$ cat config.mk
export PLATFORM = sky130hd
export DESIGN_NAME = mem_bus_arbiter_flat
export DESIGN_NICKNAME = d
export VERILOG_FILES = /design/src/rtl/mem_bus_arbiter_if.sv /design/src/rtl/mem_bus_arbiter.sv /design/src/flat_wrapper.sv
export SDC_FILE = /design/constraint.sdc
export NUM_CORES = 1
export LEC_CHECK = 0
export CORE_MARGIN = 5
export CORE_UTILIZATION = 40
export CTS_BUF_LIST = sky130_fd_sc_hd__clkbuf_16
export CTS_CLUSTER_DIAMETER = 60
export DETAILED_ROUTE_END_ITERATION = 8
export GPL_TIMING_DRIVEN = 0
export PLACE_DENSITY = 0.78
export SLEW_MARGIN = 20
export SYNTH_ARGS = -nofsm -noshare
export SYNTH_HDL_FRONTEND = slang
export SYNTH_SLANG_ARGS = --single-unit
$ cat constraint.sdc
create_clock -name clk -period 2.7 [get_ports clk]
set_clock_uncertainty 0.15 [all_clocks]
set_input_delay 0.54 -clock clk [delete_from_list [all_inputs] [get_ports clk]]
set_output_delay 0.54 -clock clk [all_outputs]
set_load 0.005 [all_outputs]
$ cat src/rtl/mem_bus_arbiter_if.sv
// Signal bundle between the arbiter, its two requesters (fetch and data) and the shared memory bus.
// Directions in the names are from the arbiter's point of view.
interface mem_bus_arbiter_if;
  logic        if_req_i;
  logic [31:0] if_addr_i;
  logic [31:0] if_rdata_o;
  logic        if_ack_o;
  logic        mem_req_i;
  logic        mem_we_i;
  logic [3:0]  mem_sel_i;
  logic [31:0] mem_addr_i;
  logic [31:0] mem_wdata_i;
  logic [31:0] mem_rdata_o;
  logic        mem_ack_o;
  logic        bus_ce_o;
  logic        bus_we_o;
  logic [3:0]  bus_sel_o;
  logic [31:0] bus_addr_o;
  logic [31:0] bus_wdata_o;
  logic [31:0] bus_rdata_i;
  logic        stallreq_o;

  modport slave (
    input  if_req_i, if_addr_i, mem_req_i, mem_we_i, mem_sel_i, mem_addr_i,
           mem_wdata_i, bus_rdata_i,
    output if_rdata_o, if_ack_o, mem_rdata_o, mem_ack_o, bus_ce_o, bus_we_o,
           bus_sel_o, bus_addr_o, bus_wdata_o, stallreq_o
  );

  modport master (
    output if_req_i, if_addr_i, mem_req_i, mem_we_i, mem_sel_i, mem_addr_i,
           mem_wdata_i, bus_rdata_i,
    input  if_rdata_o, if_ack_o, mem_rdata_o, mem_ack_o, bus_ce_o, bus_we_o,
           bus_sel_o, bus_addr_o, bus_wdata_o, stallreq_o
  );
endinterface

$ cat src/rtl/mem_bus_arbiter.sv
// Shares one fixed-latency memory bus between the fetch and data ports; data has
// priority but may win at most MEM_BURST grants in a row while fetch is waiting.
module mem_bus_arbiter #(
  parameter int unsigned LATENCY   = 2,
  parameter int unsigned MEM_BURST = 4
) (
  input  logic              clk,
  input  logic              rst,
  mem_bus_arbiter_if.slave  ab
);

  typedef enum logic [1:0] {S_IDLE, S_ACC, S_DONE} state_t;

  localparam logic [3:0] CNT_INIT  = 4'(LATENCY - 1);
  localparam logic [3:0] BURST_MAX = 4'(MEM_BURST);

  state_t      state_q, state_d;
  logic        gnt_q, gnt_d;
  logic [3:0]  cnt_q, cnt_d;
  logic [3:0]  burst_q, burst_d;
  logic        bus_ce_q, bus_ce_d;
  logic        bus_we_q, bus_we_d;
  logic [3:0]  bus_sel_q, bus_sel_d;
  logic [31:0] bus_addr_q, bus_addr_d;
  logic [31:0] bus_wdata_q, bus_wdata_d;
  logic [31:0] if_rdata_q, if_rdata_d;
  logic [31:0] mem_rdata_q, mem_rdata_d;
  logic        grant_mem;

  // Data wins unless fetch is waiting and data has already used its burst allowance.
  assign grant_mem = ab.mem_req_i && !(ab.if_req_i && (burst_q == BURST_MAX));

  always_ff @(posedge clk or negedge rst) begin
    if (!rst) begin
      state_q     <= S_IDLE;
      gnt_q       <= 1'b0;
      cnt_q       <= '0;
      burst_q     <= '0;
      bus_ce_q    <= 1'b0;
      bus_we_q    <= 1'b0;
      bus_sel_q   <= '0;
      bus_addr_q  <= '0;
      bus_wdata_q <= '0;
      if_rdata_q  <= '0;
      mem_rdata_q <= '0;
    end else begin
      state_q     <= state_d;
      gnt_q       <= gnt_d;
      cnt_q       <= cnt_d;
      burst_q     <= burst_d;
      bus_ce_q    <= bus_ce_d;
      bus_we_q    <= bus_we_d;
      bus_sel_q   <= bus_sel_d;
      bus_addr_q  <= bus_addr_d;
      bus_wdata_q <= bus_wdata_d;
      if_rdata_q  <= if_rdata_d;
      mem_rdata_q <= mem_rdata_d;
    end
  end

  always_comb begin
    state_d     = state_q;
    gnt_d       = gnt_q;
    cnt_d       = cnt_q;
    burst_d     = burst_q;
    bus_ce_d    = bus_ce_q;
    bus_we_d    = bus_we_q;
    bus_sel_d   = bus_sel_q;
    bus_addr_d  = bus_addr_q;
    bus_wdata_d = bus_wdata_q;
    if_rdata_d  = if_rdata_q;
    mem_rdata_d = mem_rdata_q;
    unique case (state_q)
      S_IDLE: begin
        if (grant_mem) begin
          gnt_d       = 1'b1;
          bus_ce_d    = 1'b1;
          bus_we_d    = ab.mem_we_i;
          bus_sel_d   = ab.mem_sel_i;
          bus_addr_d  = ab.mem_addr_i;
          bus_wdata_d = ab.mem_wdata_i;
          cnt_d       = CNT_INIT;
          state_d     = S_ACC;
          if (!ab.if_req_i)
            burst_d = '0;
          else if (burst_q != BURST_MAX)
            burst_d = burst_q + 4'd1;
        end else if (ab.if_req_i) begin
          gnt_d       = 1'b0;
          bus_ce_d    = 1'b1;
          bus_we_d    = 1'b0;
          bus_sel_d   = 4'b1111;
          bus_addr_d  = ab.if_addr_i;
          bus_wdata_d = '0;
          cnt_d       = CNT_INIT;
          burst_d     = '0;
          state_d     = S_ACC;
        end
      end
      S_ACC: begin
        if (cnt_q != '0) begin
          cnt_d = cnt_q - 4'd1;
        end else begin
          if (!bus_we_q) begin
            if (gnt_q) mem_rdata_d = ab.bus_rdata_i;
            else       if_rdata_d  = ab.bus_rdata_i;
          end
          bus_ce_d = 1'b0;
          bus_we_d = 1'b0;
          state_d  = S_DONE;
        end
      end
      S_DONE:  state_d = S_IDLE;
      default: state_d = S_IDLE;
    endcase
  end

  assign ab.if_ack_o    = (state_q == S_DONE) && !gnt_q;
  assign ab.mem_ack_o   = (state_q == S_DONE) && gnt_q;
  assign ab.if_rdata_o  = if_rdata_q;
  assign ab.mem_rdata_o = mem_rdata_q;
  assign ab.bus_ce_o    = bus_ce_q;
  assign ab.bus_we_o    = bus_we_q;
  assign ab.bus_sel_o   = bus_sel_q;
  assign ab.bus_addr_o  = bus_addr_q;
  assign ab.bus_wdata_o = bus_wdata_q;
  assign ab.stallreq_o  = (ab.if_req_i & ~ab.if_ack_o) | (ab.mem_req_i & ~ab.mem_ack_o);

endmodule
$ cat src/flat_wrapper.sv
// flat-port wrapper written by rule: the top's interface ports become plain ports
module mem_bus_arbiter_flat 
#(
  parameter int unsigned LATENCY   = 2,
  parameter int unsigned MEM_BURST = 4
)
  (clk, rst, ab_if_req_i, ab_if_addr_i, ab_mem_req_i, ab_mem_we_i, ab_mem_sel_i, ab_mem_addr_i, ab_mem_wdata_i, ab_bus_rdata_i, ab_if_rdata_o, ab_if_ack_o, ab_mem_rdata_o, ab_mem_ack_o, ab_bus_ce_o, ab_bus_we_o, ab_bus_sel_o, ab_bus_addr_o, ab_bus_wdata_o, ab_stallreq_o);
  mem_bus_arbiter_if ab_i ();
  input  logic clk;
  input  logic rst;
  input wire logic [$bits(ab_i.if_req_i)-1:0] ab_if_req_i;
  input wire logic [$bits(ab_i.if_addr_i)-1:0] ab_if_addr_i;
  input wire logic [$bits(ab_i.mem_req_i)-1:0] ab_mem_req_i;
  input wire logic [$bits(ab_i.mem_we_i)-1:0] ab_mem_we_i;
  input wire logic [$bits(ab_i.mem_sel_i)-1:0] ab_mem_sel_i;
  input wire logic [$bits(ab_i.mem_addr_i)-1:0] ab_mem_addr_i;
  input wire logic [$bits(ab_i.mem_wdata_i)-1:0] ab_mem_wdata_i;
  input wire logic [$bits(ab_i.bus_rdata_i)-1:0] ab_bus_rdata_i;
  output wire logic [$bits(ab_i.if_rdata_o)-1:0] ab_if_rdata_o;
  output wire logic [$bits(ab_i.if_ack_o)-1:0] ab_if_ack_o;
  output wire logic [$bits(ab_i.mem_rdata_o)-1:0] ab_mem_rdata_o;
  output wire logic [$bits(ab_i.mem_ack_o)-1:0] ab_mem_ack_o;
  output wire logic [$bits(ab_i.bus_ce_o)-1:0] ab_bus_ce_o;
  output wire logic [$bits(ab_i.bus_we_o)-1:0] ab_bus_we_o;
  output wire logic [$bits(ab_i.bus_sel_o)-1:0] ab_bus_sel_o;
  output wire logic [$bits(ab_i.bus_addr_o)-1:0] ab_bus_addr_o;
  output wire logic [$bits(ab_i.bus_wdata_o)-1:0] ab_bus_wdata_o;
  output wire logic [$bits(ab_i.stallreq_o)-1:0] ab_stallreq_o;
  assign ab_i.if_req_i = ab_if_req_i;
  assign ab_i.if_addr_i = ab_if_addr_i;
  assign ab_i.mem_req_i = ab_mem_req_i;
  assign ab_i.mem_we_i = ab_mem_we_i;
  assign ab_i.mem_sel_i = ab_mem_sel_i;
  assign ab_i.mem_addr_i = ab_mem_addr_i;
  assign ab_i.mem_wdata_i = ab_mem_wdata_i;
  assign ab_i.bus_rdata_i = ab_bus_rdata_i;
  assign ab_if_rdata_o = ab_i.if_rdata_o;
  assign ab_if_ack_o = ab_i.if_ack_o;
  assign ab_mem_rdata_o = ab_i.mem_rdata_o;
  assign ab_mem_ack_o = ab_i.mem_ack_o;
  assign ab_bus_ce_o = ab_i.bus_ce_o;
  assign ab_bus_we_o = ab_i.bus_we_o;
  assign ab_bus_sel_o = ab_i.bus_sel_o;
  assign ab_bus_addr_o = ab_i.bus_addr_o;
  assign ab_bus_wdata_o = ab_i.bus_wdata_o;
  assign ab_stallreq_o = ab_i.stallreq_o;
  mem_bus_arbiter #(.LATENCY(LATENCY), .MEM_BURST(MEM_BURST)) u_core (.clk(clk), .rst(rst), .ab(ab_i));
endmodule
# == Yosys cells after proc, flatten, opt, wreduce, memory -nomap -nowiden ==
# Index checks and enable logic that the tools add are counted.
# word_totals
ff_bits,145
latch_bits,0
ram_bits,0
mem_bits_ro,0
in_bits,137
output_inout_bits,137
wordCells,72
n_memories,0
# op_classes
add_sub_neg,2
multipliers,0
div,0
n_lt_le_gt_ge,0
eq_ne,8
shifts,0
n_mux,26
n_bitwise,8
n_reduce_logical,17
# op_table
op,n
$mux W32,4
$mux W4,9
$reduce_and A3 Y1,3
$pmux W4 S2,1
$reduce_and A4 Y1,2
$mux W1,6
$mux W2,3
$not A1 Y1,5
$add A4 B1 Y4 const B,1
$eq A4 B3 Y1 const B,1
$logic_and A1 B1 Y1,4
$ne A4 B3 Y1 const B,1
$pmux W1 S2,2
$pmux W2 S2,1
$reduce_and A2 Y1,2
$reduce_bool A2 Y1,2
$reduce_bool A4 Y1,1
$sub A4 B1 Y4 const B,1
$ne A3 B2 Y1 const B,1
$ne A3 B3 Y1 const B,1
$and A1 B1 Y1,2
$eq A2 B1 Y1 const B,1
$eq A2 B2 Y1 const B,1
$logic_not A1 Y1,2
other kinds (4),4

# == Longest topological paths before layout ==
# Gate-level depths: netlist of the first run.
# depth
word_depth,6
mapped_depth,7
ltp_nobuf,5

# == Worst setup path before layout of the first run ==
# Ideal clock, no wire load.
# synth_path
kind,register to register
start,register u_core.cnt_q[0]
end,"register u_core.if_rdata_q[10], in the netlist u_core.ab.if_rdata_o[10]"
setup_time_ps,125
arrival_time_ps,1897
t_required_ps,2425
slack_ps,528
path_stages_with_launch,7
period_less_slack_ps,2172
path_cell_list,dfrtp_1 inv_1 ha_1 or3b_1 nor4_4 buf_6 mux2_2
# synth_via
elab_chain_len,3
# synth_lines
item,line,rtl
from (decl),mem_bus_arbiter.sv:19,"logic [3:0] cnt_q, cnt_d;"
from (signal assigned),mem_bus_arbiter.sv:49,cnt_q <= cnt_d;
$reduce_bool A4 Y1,mem_bus_arbiter.sv:101,if (cnt_q != '0) begin
$not A1 Y1 (no line),--,
$reduce_and A4 Y1 (no line),--,
to (signal assigned),mem_bus_arbiter.sv:56,if_rdata_q <= if_rdata_d;
to (decl),mem_bus_arbiter.sv:26,"logic [31:0] if_rdata_q, if_rdata_d;"
# No other way between the ends.
# A chain may end at the register's enable or synchronous reset.

# == Worst setup path in the final report of the first run ==
# layout_path
start,register u_core.gnt_q
end,output ab_if_ack_o
# layout_via
elab_chain_len,2
# layout_lines
item,line,rtl
from (decl),mem_bus_arbiter.sv:18,"logic gnt_q, gnt_d;"
from (signal assigned),mem_bus_arbiter.sv:48,gnt_q <= gnt_d;
$logic_not A1 Y1,mem_bus_arbiter.sv:118,assign ab.if_ack_o = (state_q == S_DONE) && !gnt_q;
$logic_and A1 B1 Y1,mem_bus_arbiter.sv:118,
to (decl),flat_wrapper.sv:20,output wire logic [$bits(ab_i.if_ack_o)-1:0] ab_if_ack_o;
# No other way between the ends.

==> impl_metrics.csv, run 1 <==
group,metric,value,unit
sta,setup_viol,0,
setup_path,r2r_cells,6,
drt,ant_nets,0,
clock_network,clk_path_buf_depth,2,
setup_path,critical_path.endpoint_type,"primary output",
final_layout,diodes,0,
yosys,synthTopCellsByArea,"dfrtp_1, mux2_2, a22o_1",
yosys,yosys_register_bits,145,
setup_path,cp-startpoint,"u_core.gnt_q$_DFFE_PN0P_",
grt,track_usage,0.2154,
final_layout,n_fill_cell,1117,
power_and_ir_drop,ir_drop,553.2,µV
yosys,synth.avg_cell_area,12.65,µm²
die,num_rows,44,
clock_network,clock-sinks,145,
grt,first_global_vias,5771,
setup_path,required,2.01,ns
clock_network,htree_levels,4,
power_and_ir_drop,finalPower,11.32,mW
setup_path,worstPathMaxFanout,5,
final_layout,multiInputGateArea,0.002178,mm²
sta,drv_slew,0,
yosys,yosysSeqAreaShare,0.6015,
yosys,synthCells,477,
setup_path,critPathKind,"flop to primary output",
sta,worst_pin_slew,0.6506,ns
die,die_height,132.8,µm
yosys,synth_top_family_by_area,"compound AO/OA/AOI/OAI gates",
yosys,yosys.area.top_type_share,0.6015,
setup_path,crit_path_max_incr_delay,0.63,ns
sta,timing.final.crit_period,2.572,ns
yosys,async_flop_share,1.000,
drt,wl,18930,µm
grt,grt_max_degree,97,
setup_path,rrSetupSlack,0.22,ns
job,cap_violations,0,
final_layout,seq_area,0.003628,mm²
yosys,synth_xor_area_frac,0,
drt,num_vias,5267,
die,die_w,132.8,µm
yosys,ys.flop_type,"dfrtp_1",
drt,drc,0,
sta,rsz0062_at_grt,"no",
sta,fmax,388.8,MHz
final_layout,stdcell_area,0.009711,mm²
setup_path,critPathLaunchType,"flop",
yosys,syn_area,0.006032,mm²
grt,grt_overflow,0,
final_layout,postLayoutCoreUtil,0.6631,
grt,grt_antenna_before_repair,0,
min_path,min_path_cells,3,
place,place.gp.congestion,0.8758,
grt,grt_pass1_wl,30590,µm
setup_path,crit_chain,"nor3b_1, clkdlybuf4s50_1",
drt,routedWlPerCell,19.59,µm
setup_path,crit_arrival,1.88,ns
min_path,worst_hold_startpoint,"ab_if_req_i",
setup_path,worstReg2RegEnd,"u_core.ab.if_rdata_o[11]$_DFFE_PN0P_",
clock_network,path_clk_slew,0.06,ns
power_and_ir_drop,power_density,1165,mW/mm²
drt,viasPerCell,5.452,
min_path,min_to,"u_core.burst_q[1]$_DFFE_PN0P_",
yosys,syn_nets,617,
clock_network,cts_setup_buffers,0,
clock_network,clk_latency,0.41,ns
yosys,synthMuxAreaShare,0.1213,
die,start_util,0.4119,
yosys,synth_fa_ha_area_frac,0.006223,
yosys,synth_compound_area_frac,0.1410,
place,post_dp_cell_area,0.009017,mm²
final_layout,areaGrowthSynthToFinish,60.98,%
die,core,0.01464,mm²
final_layout,fin_nets,909,
drt,drt_pre_antenna_iters,5,
final_layout,drive_gt1_frac,0.1432,
sta,max_slew_margin,0.5647,
yosys,synth_cell_types,39,
yosys,synth_edf_count,0,
yosys,yosys_warnings,0,
yosys,synth_top_area_cell,"dfrtp_1",
drt,drtIter0Drc,224,
yosys,ys_top_cells_by_count,"dfrtp_1, mux2_2, clkbuf_1",
clock_network,cts_tree,"done",
clock_network,cts_inserted_buffers,17,
setup_path,rr_startpoint,"u_core.cnt_q[0]$_DFFE_PN0P_",
yosys,yosysMostFrequentCell,"dfrtp_1",
yosys,synth-simple-area-share,0.09251,
sta,finalCritPeriodShare,0.9526,
outcome,outcome,"complete, no violations",
min_path,hold_path.class,"primary input to flop",
power_and_ir_drop,p_leak,3.933,nW
place,port_buffers,272,
clock_network,clockRootBuffer,"clkbuf_16",
place,hpwl,14360,µm
sta,final_hold_viol_count,0,
setup_path,cp_slowest_cell,"clkdlybuf4s50_1",
die,die_area,0.01764,mm²
die,io_pins,274,
## kinds of logic after synthesis
group / count (synthesis)
multiplexers: 65
AND/OR/NAND/NOR: 94
flip-flops: 145
buffers and inverters: 52
AO/OA/AOI/OAI: 118
adder cells (fa/ha/maj): 3
## critical path: cells and delay by family, from the launching register on
family / cells / cell delay, ns
buffers and inverters: 1 / 0.63
DFF: 1 / 0.45
and+or+nand+nor: 1 / 0.39
## per-stage QoR
| stage | hold slack [ns] | setup TNS [ns] | setup WS, ns | instances |
|---|---|---|---|---|
| CTS | 0.3032 | 0 | 0.05585 | 966 |
| detailed placement | 0.3282 | -0.7980 | -0.5573 | 934 |
| global placement | 0.3215 | -667.53 | -4.614 | 933 |
| floorplan | 0.09441 | 0 | 0.5280 | 477 |
| global route | 0.3276 | 0 | 0.05613 | 966 |
| finish | 0.3204 | 0 | 0.1281 | 966 |
## state kept, by name, indices dropped and copies added (netlist names)
name and count:
u_core.gnt_q 1, u_core.ab.bus_we_o 1, u_core.ab.if_rdata_o 32, u_core.ab.bus_addr_o 32, u_core.ab.bus_sel_o 4, u_core.cnt_q 4
u_core.ab.mem_rdata_o 32, u_core.ab.bus_ce_o 1, u_core.ab.bus_wdata_o 32, u_core.burst_q 4, u_core.state_q 2
## area by class of cell
class,instances,share of cell area
sequential,145,0.3737
timing repair buffer,274,0.2842
multi-input combinational,280,0.2243
clock buffer,17,0.04381
clock inverter,15,0.02706
tap,184,0.02371
buffer,44,0.02049
inverter,7,0.002706
## worst max-delay path by stage
stage                                                        to  slack (ns)  cells past startpoint
after floorplan            u_core.ab.if_rdata_o[10]$_DFFE_PN0P_        0.53                      6
after global placement    u_core.ab.bus_wdata_o[10]$_DFFE_PN0P_       -4.61                      1
after detailed placement                          ab_stallreq_o       -0.56                      6
after CTS                                         ab_stallreq_o        0.06                      5
after global routing       u_core.ab.if_rdata_o[13]$_DFFE_PN0P_        0.06                      6
final                                               ab_if_ack_o        0.13                      2
## where the power goes
group	switching, mW	internal [mW]
Combinational	1.86	2.89
Sequential	0.621	3.22
Clock	0.903	1.82
Total	3.39	7.93
## cell usage in the layout (no fill, tap or decap), types with 2 or more instances in the layout
master | Yosys | layout
a211oi_1 | 2 | 2
a21o_1 | 2 | 2
a22o_1 | 32 | 32
a31o_2 | 2 | 2
a32o_1 | 3 | 3
buf_2 | 6 | 6
buf_6 | 3 | 3
bufinv_16 | 0 | 7
clkbuf_1 | 35 | 33
clkbuf_16 | 0 | 17
clkdlybuf4s50_1 | 0 | 270
clkinv_1 | 0 | 2
clkinvlp_4 | 0 | 3
dfrtp_1 | 145 | 145
ha_1 | 3 | 3
inv_1 | 7 | 7
mux2_1 | 2 | 2
mux2_2 | 63 | 63
nand2_1 | 4 | 4
nand2b_1 | 5 | 5
nand3_1 | 34 | 34
nand4_1 | 32 | 32
nand4b_1 | 2 | 2
nor2_1 | 4 | 4
o211ai_1 | 32 | 32
o21ai_0 | 34 | 34
o22a_1 | 4 | 4
o22ai_1 | 3 | 3
o31ai_1 | 2 | 2
or2_2 | 2 | 2
## repair_timing
action,4_1_cts,5_1_grt
endpoints found under the hold margin,49,0
setup endpoints to repair,1,1
hold buffers,1,0
gates resized for setup,3,2
## layer usage
metal | part of all wire | global-route usage
met4 | 0.031 | 0.09065
met3 | 0.071 | 0.07213
met5 | 0 | 0
met2 | 0.51 | 0.3668
met1 | 0.39 | 0.2485
Note: power is estimated with default switching activity, not from simulation.
==> run 2: changes to the inputs <==
--- a/config.mk
+++ b/config.mk
@@ -5,6 +5,7 @@
 export SDC_FILE = /design/constraint.sdc
 export NUM_CORES = 1
 export LEC_CHECK = 0
+export ABC_CLOCK_PERIOD_IN_PS = 2700
 export CORE_MARGIN = 5
 export CORE_UTILIZATION = 40
 export CTS_BUF_LIST = sky130_fd_sc_hd__clkbuf_16
==> results of run 2 <==
Final layout, timing and power as in run 1 (identical DEF).
